$ cat src/rtl/branch_resolve_arbiter.sv
// ---------------------------------------------------------------------------
// branch_resolve_arbiter
//
// This block collects mispredict reports from the integer ALU ports. Each
// cycle it picks the oldest one relative to the commit pointer and drives the
// core-wide invalidate and the frontend redirect. It then holds the frontend
// stalled for a flush window. An older mispredict that arrives during the
// window overrides the active flush. A report that is equal in age to the
// active branch, or younger, is dropped.
//
// Parameters:
//   NUM_PORTS     number of ALU branch-report ports
//   FLUSH_CYCLES  cycles the frontend stall is held after a redirect (>= 1)
//
// Ports:
//   clk, rst_n           clock, asynchronous active-low reset
//   IN_brValid           per-port mispredict valid
//   IN_brSqN             per-port 7-bit branch sequence number (packed)
//   IN_brDst             per-port 32-bit correct target (packed)
//   IN_comSqN            sequence number of the oldest uncommitted op
//   OUT_invalidate       one-cycle pulse: flush everything younger than
//                        OUT_invalidateSqN
//   OUT_invalidateSqN    sequence number of the flushing branch
//   OUT_redirectValid    one-cycle pulse: frontend loads OUT_redirectPC
//   OUT_redirectPC       redirect target; holds its last value otherwise
//   OUT_frontendStall    high while the flush window is open
//
// Optional feature (macro BR_ARB_STATS_EN):
//   OUT_mispredCnt       saturating count of accepted reports (32-bit)
//   OUT_overrideCnt      saturating count of overrides only (16-bit)
// ---------------------------------------------------------------------------
module branch_resolve_arbiter #(
    parameter int NUM_PORTS    = 2,
    parameter int FLUSH_CYCLES = 3
) (
    input  logic                    clk,
    input  logic                    rst_n,
    input  logic [NUM_PORTS-1:0]    IN_brValid,
    input  logic [7*NUM_PORTS-1:0]  IN_brSqN,
    input  logic [32*NUM_PORTS-1:0] IN_brDst,
    input  logic [6:0]              IN_comSqN,
    output logic                    OUT_invalidate,
    output logic [6:0]              OUT_invalidateSqN,
    output logic                    OUT_redirectValid,
    output logic [31:0]             OUT_redirectPC,
`ifdef BR_ARB_STATS_EN
    output logic [31:0]             OUT_mispredCnt,
    output logic [15:0]             OUT_overrideCnt,
`endif
    output logic                    OUT_frontendStall
);

    localparam int CNT_W = $clog2(FLUSH_CYCLES + 1);

    typedef enum logic {
        IDLE,
        FLUSH
    } state_t;

    state_t           state;
    logic [CNT_W-1:0] counter;

    // The active flushing sqN is the same register as OUT_invalidateSqN.
    logic [6:0] activeAge;
    assign activeAge = OUT_invalidateSqN - IN_comSqN;

    // Oldest-valid selection. The age is a modular distance from the commit
    // pointer, so a wrap of IN_comSqN past 127 needs no special handling.
    logic        selValid;
    logic [6:0]  selSqN;
    logic [6:0]  selAge;
    logic [31:0] selDst;
    logic [6:0]  curAge;

    // NOTE: every variable in always_comb gets a default first, so no path
    // leaves it unassigned and no latch is inferred.
    always_comb begin
        selValid = 1'b0;
        selSqN   = '0;
        selAge   = '0;
        selDst   = '0;
        curAge   = '0;
        for (int i = 0; i < NUM_PORTS; i++) begin
            curAge = IN_brSqN[i*7 +: 7] - IN_comSqN;
            // A strict compare keeps the lower port index when ages are equal.
            if (IN_brValid[i] && (!selValid || curAge < selAge)) begin
                selValid = 1'b1;
                selSqN   = IN_brSqN[i*7 +: 7];
                selAge   = curAge;
                selDst   = IN_brDst[i*32 +: 32];
            end
        end
    end

    logic accept;
    assign accept = selValid && (state == IDLE || selAge < activeAge);

    // The stall is exactly the FLUSH state, which is already a register.
    assign OUT_frontendStall = (state == FLUSH);

    // NOTE: sequential state uses non-blocking assignments only. This keeps
    // every register sampling pre-edge values, whatever the statement order.
    always_ff @(posedge clk or negedge rst_n) begin
        if (!rst_n) begin
            state             <= IDLE;
            counter           <= '0;
            OUT_invalidate    <= 1'b0;
            OUT_invalidateSqN <= '0;
            OUT_redirectValid <= 1'b0;
            OUT_redirectPC    <= '0;
        end else if (accept) begin
            // A fresh accept and an override look identical. An accept also
            // beats a simultaneous counter expiry.
            state             <= FLUSH;
            counter           <= CNT_W'(FLUSH_CYCLES);
            OUT_invalidate    <= 1'b1;
            OUT_invalidateSqN <= selSqN;
            OUT_redirectValid <= 1'b1;
            OUT_redirectPC    <= selDst;
        end else begin
            OUT_invalidate    <= 1'b0;
            OUT_redirectValid <= 1'b0;
            if (state == FLUSH) begin
                if (counter == CNT_W'(1)) begin
                    state   <= IDLE;
                    counter <= '0;
                end else begin
                    counter <= counter - CNT_W'(1);
                end
            end
        end
    end

`ifdef BR_ARB_STATS_EN
    always_ff @(posedge clk or negedge rst_n) begin
        if (!rst_n) begin
            OUT_mispredCnt  <= '0;
            OUT_overrideCnt <= '0;
        end else if (accept) begin
            if (OUT_mispredCnt != '1)
                OUT_mispredCnt <= OUT_mispredCnt + 32'd1;
            if (state == FLUSH && OUT_overrideCnt != '1)
                OUT_overrideCnt <= OUT_overrideCnt + 16'd1;
        end
    end
`endif

endmodule

$ cat config.mk
export PLATFORM = sky130hd
export DESIGN_NAME = branch_resolve_arbiter
export DESIGN_NICKNAME = d
export VERILOG_FILES = /design/src/rtl/branch_resolve_arbiter.sv
export SDC_FILE = /design/constraint.sdc
export NUM_CORES = 1
export LEC_CHECK = 0
export ABC_AREA = 1
export CORE_ASPECT_RATIO = 2
export CORE_UTILIZATION = 48
export DETAILED_ROUTE_END_ITERATION = 10
export MAX_ROUTING_LAYER = met4
export PLACE_DENSITY = 0.86
export SETUP_SLACK_MARGIN = 0.02
export SYNTH_ARGS = -nofsm -noshare
export SYNTH_HDL_FRONTEND = slang
export SYNTH_SLANG_ARGS = --single-unit
$ cat constraint.sdc
create_clock -name clk -period 8.57 [get_ports clk]
set_input_delay 1.714 -clock clk [delete_from_list [all_inputs] [get_ports clk]]
set_output_delay 1.714 -clock clk [all_outputs]
set_load 0.01 [all_outputs]
Word-level counts from Yosys, hierarchy flattened
Cells that the tools add are included.
{"block": "op_classes", "bitwise_logic": 1, "n_reduce_logical": 6, "n_lt_le_gt_ge": 2, "n_mux": 15, "addsub": 4, "n_eq_ne": 1}
{"operator": "$mux 32", "count": 2}
{"operator": "$mux 7", "count": 4}
{"operator": "$sub 7x7->7", "count": 3}
{"operator": "$lt 7x7->1", "count": 2}
{"operator": "$mux 1", "count": 6}
{"operator": "$mux 2", "count": 3}
{"operator": "$eq 2x1->1 const B", "count": 1}
{"operator": "$logic_and 1x1->1", "count": 2}
{"operator": "$logic_or 1x1->1", "count": 2}
{"operator": "$reduce_bool 2->1", "count": 1}
{"operator": "$sub 2x1->2 const B", "count": 1}
{"operator": "$logic_not 1->1", "count": 1}
{"operator": "$not 1->1", "count": 1}
{"block": "totals", "regBits": 43}

Logic depth before layout (Yosys ltp)
{"block": "logic_depth", "ltp_word": 10, "mapped_depth": 36, "mapped_depth_nobuf": 34}

Least setup slack after synthesis
Ideal clock, no wire load.
{"block": "synth_timing", "path_kind": "input to register", "from": "in IN_brSqN[0]", "to": "reg OUT_invalidateSqN[1]", "path_stages": 32, "setup_slack_ns": 3.009, "setup_time_ns": 0.117, "arrival_ns": 5.444, "cell_sequence": "inv_1 ha_1 inv_1 fa_1 nand3_1 nand2_1 inv_1 nor2_1 inv_1 nand2_1 a21oi_1 xor2_1 or2_2 ha_1 a21o_1 nor2_1 nand2_1 nand2_1 nand2_2 inv_1 clkbuf_1 o21ai_0 ha_1 a21oi_1 nor2_1 a211oi_1 nand2_1 nand2_2 nand2_4 buf_2 nand2_1 nand2_1"}
{"block": "synth_between", "elab_chain_cells": 9}
{"item": "start: declaration", "line": "39", "rtl": "input logic [7*NUM_PORTS-1:0] IN_brSqN,"}
{"item": "$sub 7x7->7 *", "line": "84", "rtl": "curAge = IN_brSqN[i*7 +: 7] - IN_comSqN;"}
{"item": "$mux 7 *", "line": "86", "rtl": "if (IN_brValid[i] && (!selValid || curAge < selAge)) begin"}
{"item": "$lt 7x7->1", "line": "86"}
{"item": "$logic_or 1x1->1", "line": "86"}
{"item": "$logic_and 1x1->1", "line": "86"}
{"item": "$mux 7", "line": "86"}
{"item": "$lt 7x7->1", "line": "96", "rtl": "assign accept = selValid && (state == IDLE || selAge < activeAge);"}
{"item": "$logic_or 1x1->1", "line": "96"}
{"item": "$logic_and 1x1->1", "line": "96"}
{"item": "end signal: assignment", "line": "117", "rtl": "OUT_invalidateSqN <= selSqN;"}
{"item": "end: declaration", "line": "43", "rtl": "output logic [6:0] OUT_invalidateSqN,"}
Every way passes the cells marked *; elsewhere a longest branch is shown, timed or not.
A chain may end at the register's enable or synchronous reset.

Final worst setup path
{"block": "layout_timing", "from": "in IN_comSqN[0]", "to": "reg OUT_redirectPC[5]"}
{"block": "layout_between", "elab_chain_cells": 9}
{"item": "start: declaration", "line": "41", "rtl": "input logic [6:0] IN_comSqN,"}
{"item": "$sub 7x7->7", "line": "84"}
{"item": "$mux 7", "line": "86"}
{"item": "$lt 7x7->1", "line": "86"}
{"item": "$logic_or 1x1->1", "line": "86"}
{"item": "$logic_and 1x1->1", "line": "86"}
{"item": "$mux 7", "line": "86"}
{"item": "$lt 7x7->1", "line": "96"}
{"item": "$logic_or 1x1->1", "line": "96"}
{"item": "$logic_and 1x1->1", "line": "96"}
{"item": "end signal: assignment", "line": "119", "rtl": "OUT_redirectPC <= selDst;"}
{"item": "end: declaration", "line": "45", "rtl": "output logic [31:0] OUT_redirectPC,"}
Parallel ways exist; a longest one is shown, timed or not.

==> results.md <==
Drt:
- Summing over every cut layer, the via total after detailed routing is 3633.
- The DRC violation count after routing is 0.
- Once detail routing completed, the nets flagged for antenna violations numbered 0.
- The violation count after the first detailed-routing iteration is between 200 and 250.
- The number of detailed-route iterations in the first pass is 5.
- The final layout contains routed wiring with a total length of between 10000 and 15000 um.
- The average vias per placed instance is 5.29.
- Dividing the detail-routed wire length by the instance count gives 15.5 um.

Timing:
- The hold violation count in the final report is 0.
- Static timing analysis puts the maximum clock frequency at 0.132 GHz.
- The number of pins exceeding their max-slew limit in the final report is 0.
- Headroom to the max-slew limit came out at 35.2%.
- Setup repair after global routing left no endpoint under its margin.
- After routing, the total negative slack on setup checks comes to 0 ns.
- The final number of setup-violating endpoints is 0.
- The share of the cycle needed by the critical path after routing is 88.3%.
- For the pin with the worst max-slew slack, the measured transition is 0.971 ns.
- After layout, the minimum clock period comes to 7.57 ns.
- The clock tree skew after final layout is between 0.004 and 0.005 ns.

Synthesis:
- The share of Yosys cell area claimed by the top area cell type is 32.1%.
- The Yosys step of the flow raised 0 warnings.
- The number of nets produced by synthesis is 610.
- The number of enable-type register cells in the synthesized netlist is 0.
- The area of the mapped netlist is about 3400 um^2.
- The post-synthesis mux area share is 0%.
- The share of the Yosys chip area taken by registers is 32.1%.
- After Yosys synthesis, and, or, nand and nor cells account for 37.5% of the synthesized area.
- Counting every instance in the synthesized netlist gives between 400 and 500.
- The commonest cells after synthesis are nand2_1, nand3_1, dfrtp_1.
- The synthesized netlist devotes 3.40% of its cell area to XOR and XNOR gates.
- The synthesized area divided by synthesized cell count is 6.89 um^2.
- The combinational family with the most area after synthesis is simple AND/OR/NAND/NOR gates.
- For this run, asynchronously set or reset flops after synthesis account for 100%.
- After synthesis the netlist holds a flip-flop and latch count of 43.
- After synthesis, the cell types taking the most area are dfrtp_1, nand2_1, nand3_1.
- The number of distinct library cells after synthesis is 24.
- The largest area contributor in the netlist is dfrtp_1.
- After Yosys synthesis, full adders, half adders and majority gates account for 13.4% of the synthesized area.
- The leading cell type by number of instances after synthesis is nand2_1.
- Among all flip-flop cells after synthesis, the most frequent one is dfrtp_1.
- The area fraction in compound gates after synthesis is 5.49%.

Clocking:
- The clock-pin slew on the worst setup and hold paths is about 0.060 ns.
- The master cell of the clock root buffer is clkbuf_16.
- The maximum clock insertion buffer count is 2.
- Clock tree synthesis inserted a total of 5 buffers.
- The number of buffers inserted by post-CTS setup repair is 0.
- The clock latency reported for the late side of the worst-skew pair is 0.27 ns.
- The number of gates resized after CTS was 0.
- For this design, the sink count on the clock tree is 43.
- The H-tree was split into 2 levels.
- Hold repair after CTS inserted 0 buffers.
- TritonCTS built the clock tree.

Job:
- The max-capacitance violation count is 0.

Setup path:
- Broken down by cell family, the worst path's largest delay share belongs to simple AND/OR/NAND/NOR gates.
- The start-to-end type of the worst setup path is primary input to flop.
- The delay of the slowest cell on the worst path is roughly 0.7 ns.
- STA puts the critical path data arrival time at 7.73 ns.
- The type of destination of the critical path is a flop.
- The origin of the worst setup path is IN_comSqN[0].
- The critical path contains buffers and inverters numbering 5 combined.
- In this run the number of cells on the critical path is 30.
- The worst flop-to-flop path startpoint is OUT_invalidateSqN[0]$_DFFE_PN0P_.
- The end of the worst register-to-register path is OUT_redirectPC[5]$_DFFE_PN0P_.
- The cell with the biggest individual delay on the critical path is inv_1.
- For flop-to-flop paths, the worst setup slack is 4.47 ns.
- STA puts the critical path data required time at 8.73 ns.
- In this run the worst path has a maximum fanout of 43.
- In this run the worst setup path terminates at OUT_redirectPC[5]$_DFFE_PN0P_.
- The worst setup path is launched from a primary input.
- By instance count, the cell type seen most on the critical path is nand2_1.
- The depth of the worst register-to-register path is 18.

Cells and area:
- The area growth from synthesis to layout is 42.6%.
- In the final layout, the multi-input gates occupy 2000 um^2.
- The antenna diode instance count is 0.
- After filler insertion, the fill cell instance count of the layout stands at 580.
- Excluding fillers, the count of instances in the completed layout stands at between 600 and 700.
- The footprint of the flip-flops and latches is 1080 um^2.
- The number of nets in the finished design is 722.
- The share of layout cells above drive strength 1 is under 10%.

Global route:
- Entering global routing, the biggest net connects 46 pins.
- The total routing usage reported by global routing is about a third.
- The met2 track demand over resource in global routing is 54.1%.
- The first global-routing pass estimated 17400 um of wire.
- The aggregate global routing overflow is 0.
- The most crowded layer after global routing is met2.
- For this run, global-route usage on met3 was measured as 8.24%.
- The number of global-route vias before repair came to 3776.
- The initial antenna violation count came to 0.
- In the global route stage, met1 resource usage came out at 31.7%.

Floorplan:
- The chip width is a little over 60 um.
- roughly 130 I/O pins were placed.
- The die height is 120 um.
- The die covers 7340 um^2.
- The total core area is 6670 um^2.
- After floorplanning, the core was divided into 42 placement rows.
- For this configuration, the core starts out at a cell density of between 50% and 60%.

Hold path:
- The worst hold path startpoint is OUT_redirectPC[4]$_DFFE_PN0P_.
- The class of the tightest hold or removal check is flop to flop.

Pwr:
- Dividing total power by cell area gives a power density of 282 nW/um^2.
- The maximum ir drop on the vdd rail is 0.000225 V.
- In this run the static leakage power is 2.47 nW.

Placed design:
- The number of cells in the design after placement is 680.
- In this run the tool buffered the top-level ports with 130 buffer cells.
- Detailed placement finished with a half-perimeter wire length of 7950 um.
- The global placer's final weighted congestion is 0.847.

Run status:
- The flow ran to the end, and the final reports show no timing, DRC or antenna violations.
==> worst register-to-register path, cell delays in order (launching register included) <==
cell and delay [ns]:
dfrtp_1 0.40, inv_1 0.08, ha_1 0.13, inv_1 0.07, fa_1 0.41, a21oi_1 0.20
o21ai_0 0.17, a21o_1 0.20, a21oi_1 0.15, xor2_1 0.18, ha_1 0.27, nand2_1 0.10
nor2_1 0.05, a211oi_1 0.18, nand2_1 0.10, nand2_2 0.58, nand2_4 0.48, nand2_1 0.18
nand2_1 0.06
==> area by class of cell <==
class,count,area share (%)
clock buffer,6,2.90
clock inverter,1,0.105
inverter,34,2.67
multi-input combinational,382,41.9
sequential,43,22.5
tap,88,2.30
timing repair buffer,133,27.6
==> layout by cell type (no fill, tap or decap), drive strengths merged <==
cell type      instances
nand2                197
clkdlybuf4s50        129
nand3                 88
dfrtp                 43
inv                   34
ha                    31
a21oi                 17
nor2                  13
o21ai                 13
xnor2                  7
xor2                   6
clkbuf                 6
buf                    4
a21o                   3
fa                     3
or2                    2
a211oi                 1
nor3                   1
clkinv                 1
==> layer usage <==
layer / vias to the layer above / part of all wire (%)
met5: - / 0
met3: 48 / 3.9
met2: 118 / 56
met4: 0 / 6.1
met1: 1685 / 34
li1: 1782 / -
==> kinds of logic (layout without fill, tap and decap cells) <==
group / Yosys count / count (layout)
buf+inv: 62 / 174
flops: 43 / 43
fa+ha+maj: 34 / 34
compound gates: 34 / 34
simple gates: 301 / 301
xor+xnor: 13 / 13
==> where the power goes <==
group / switching, mW / internal [mW]
registers: 0.0591 / 0.293
logic: 0.469 / 0.344
clock network: 0.0695 / 0.114
==> metrics by stage <==
stage               total power [mW]  util, %  cell area [um^2]  hold WS (ns)  worst slack (ns)
floorplan                      0.858        -              3350         0.506              3.01
global placement                1.12     69.5              4640         0.455              1.11
detailed placement              1.16     69.5              4640         0.457             0.830
CTS                             1.34     71.6              4780         0.472              1.10
global route                    1.46     71.6              4780         0.497             0.103
finish                          1.35     71.6              4780         0.469              1.00
==> state kept, by name (all words and copies together), names as in the netlist <==
| signal | count |
|---|---|
| OUT_frontendStall | 1 |
| OUT_invalidateSqN | 7 |
| OUT_redirectPC | 32 |
| OUT_redirectValid | 1 |
| counter | 2 |
==> how the worst min path moves through the flow <==
stage	to	slack, ns	cells after the start
2_1_floorplan	OUT_redirectPC[11]$_DFFE_PN0P_	0.51	2
6_report	OUT_redirectPC[4]$_DFFE_PN0P_	0.47	2
3_5_place_dp	OUT_redirectPC[16]$_DFFE_PN0P_	0.46	2
3_3_place_gp	OUT_redirectPC[14]$_DFFE_PN0P_	0.45	2
4_1_cts	OUT_redirectPC[16]$_DFFE_PN0P_	0.47	2
5_1_grt	OUT_redirectPC[29]$_DFFE_PN0P_	0.50	2
(Power assumes the default switching activity.)
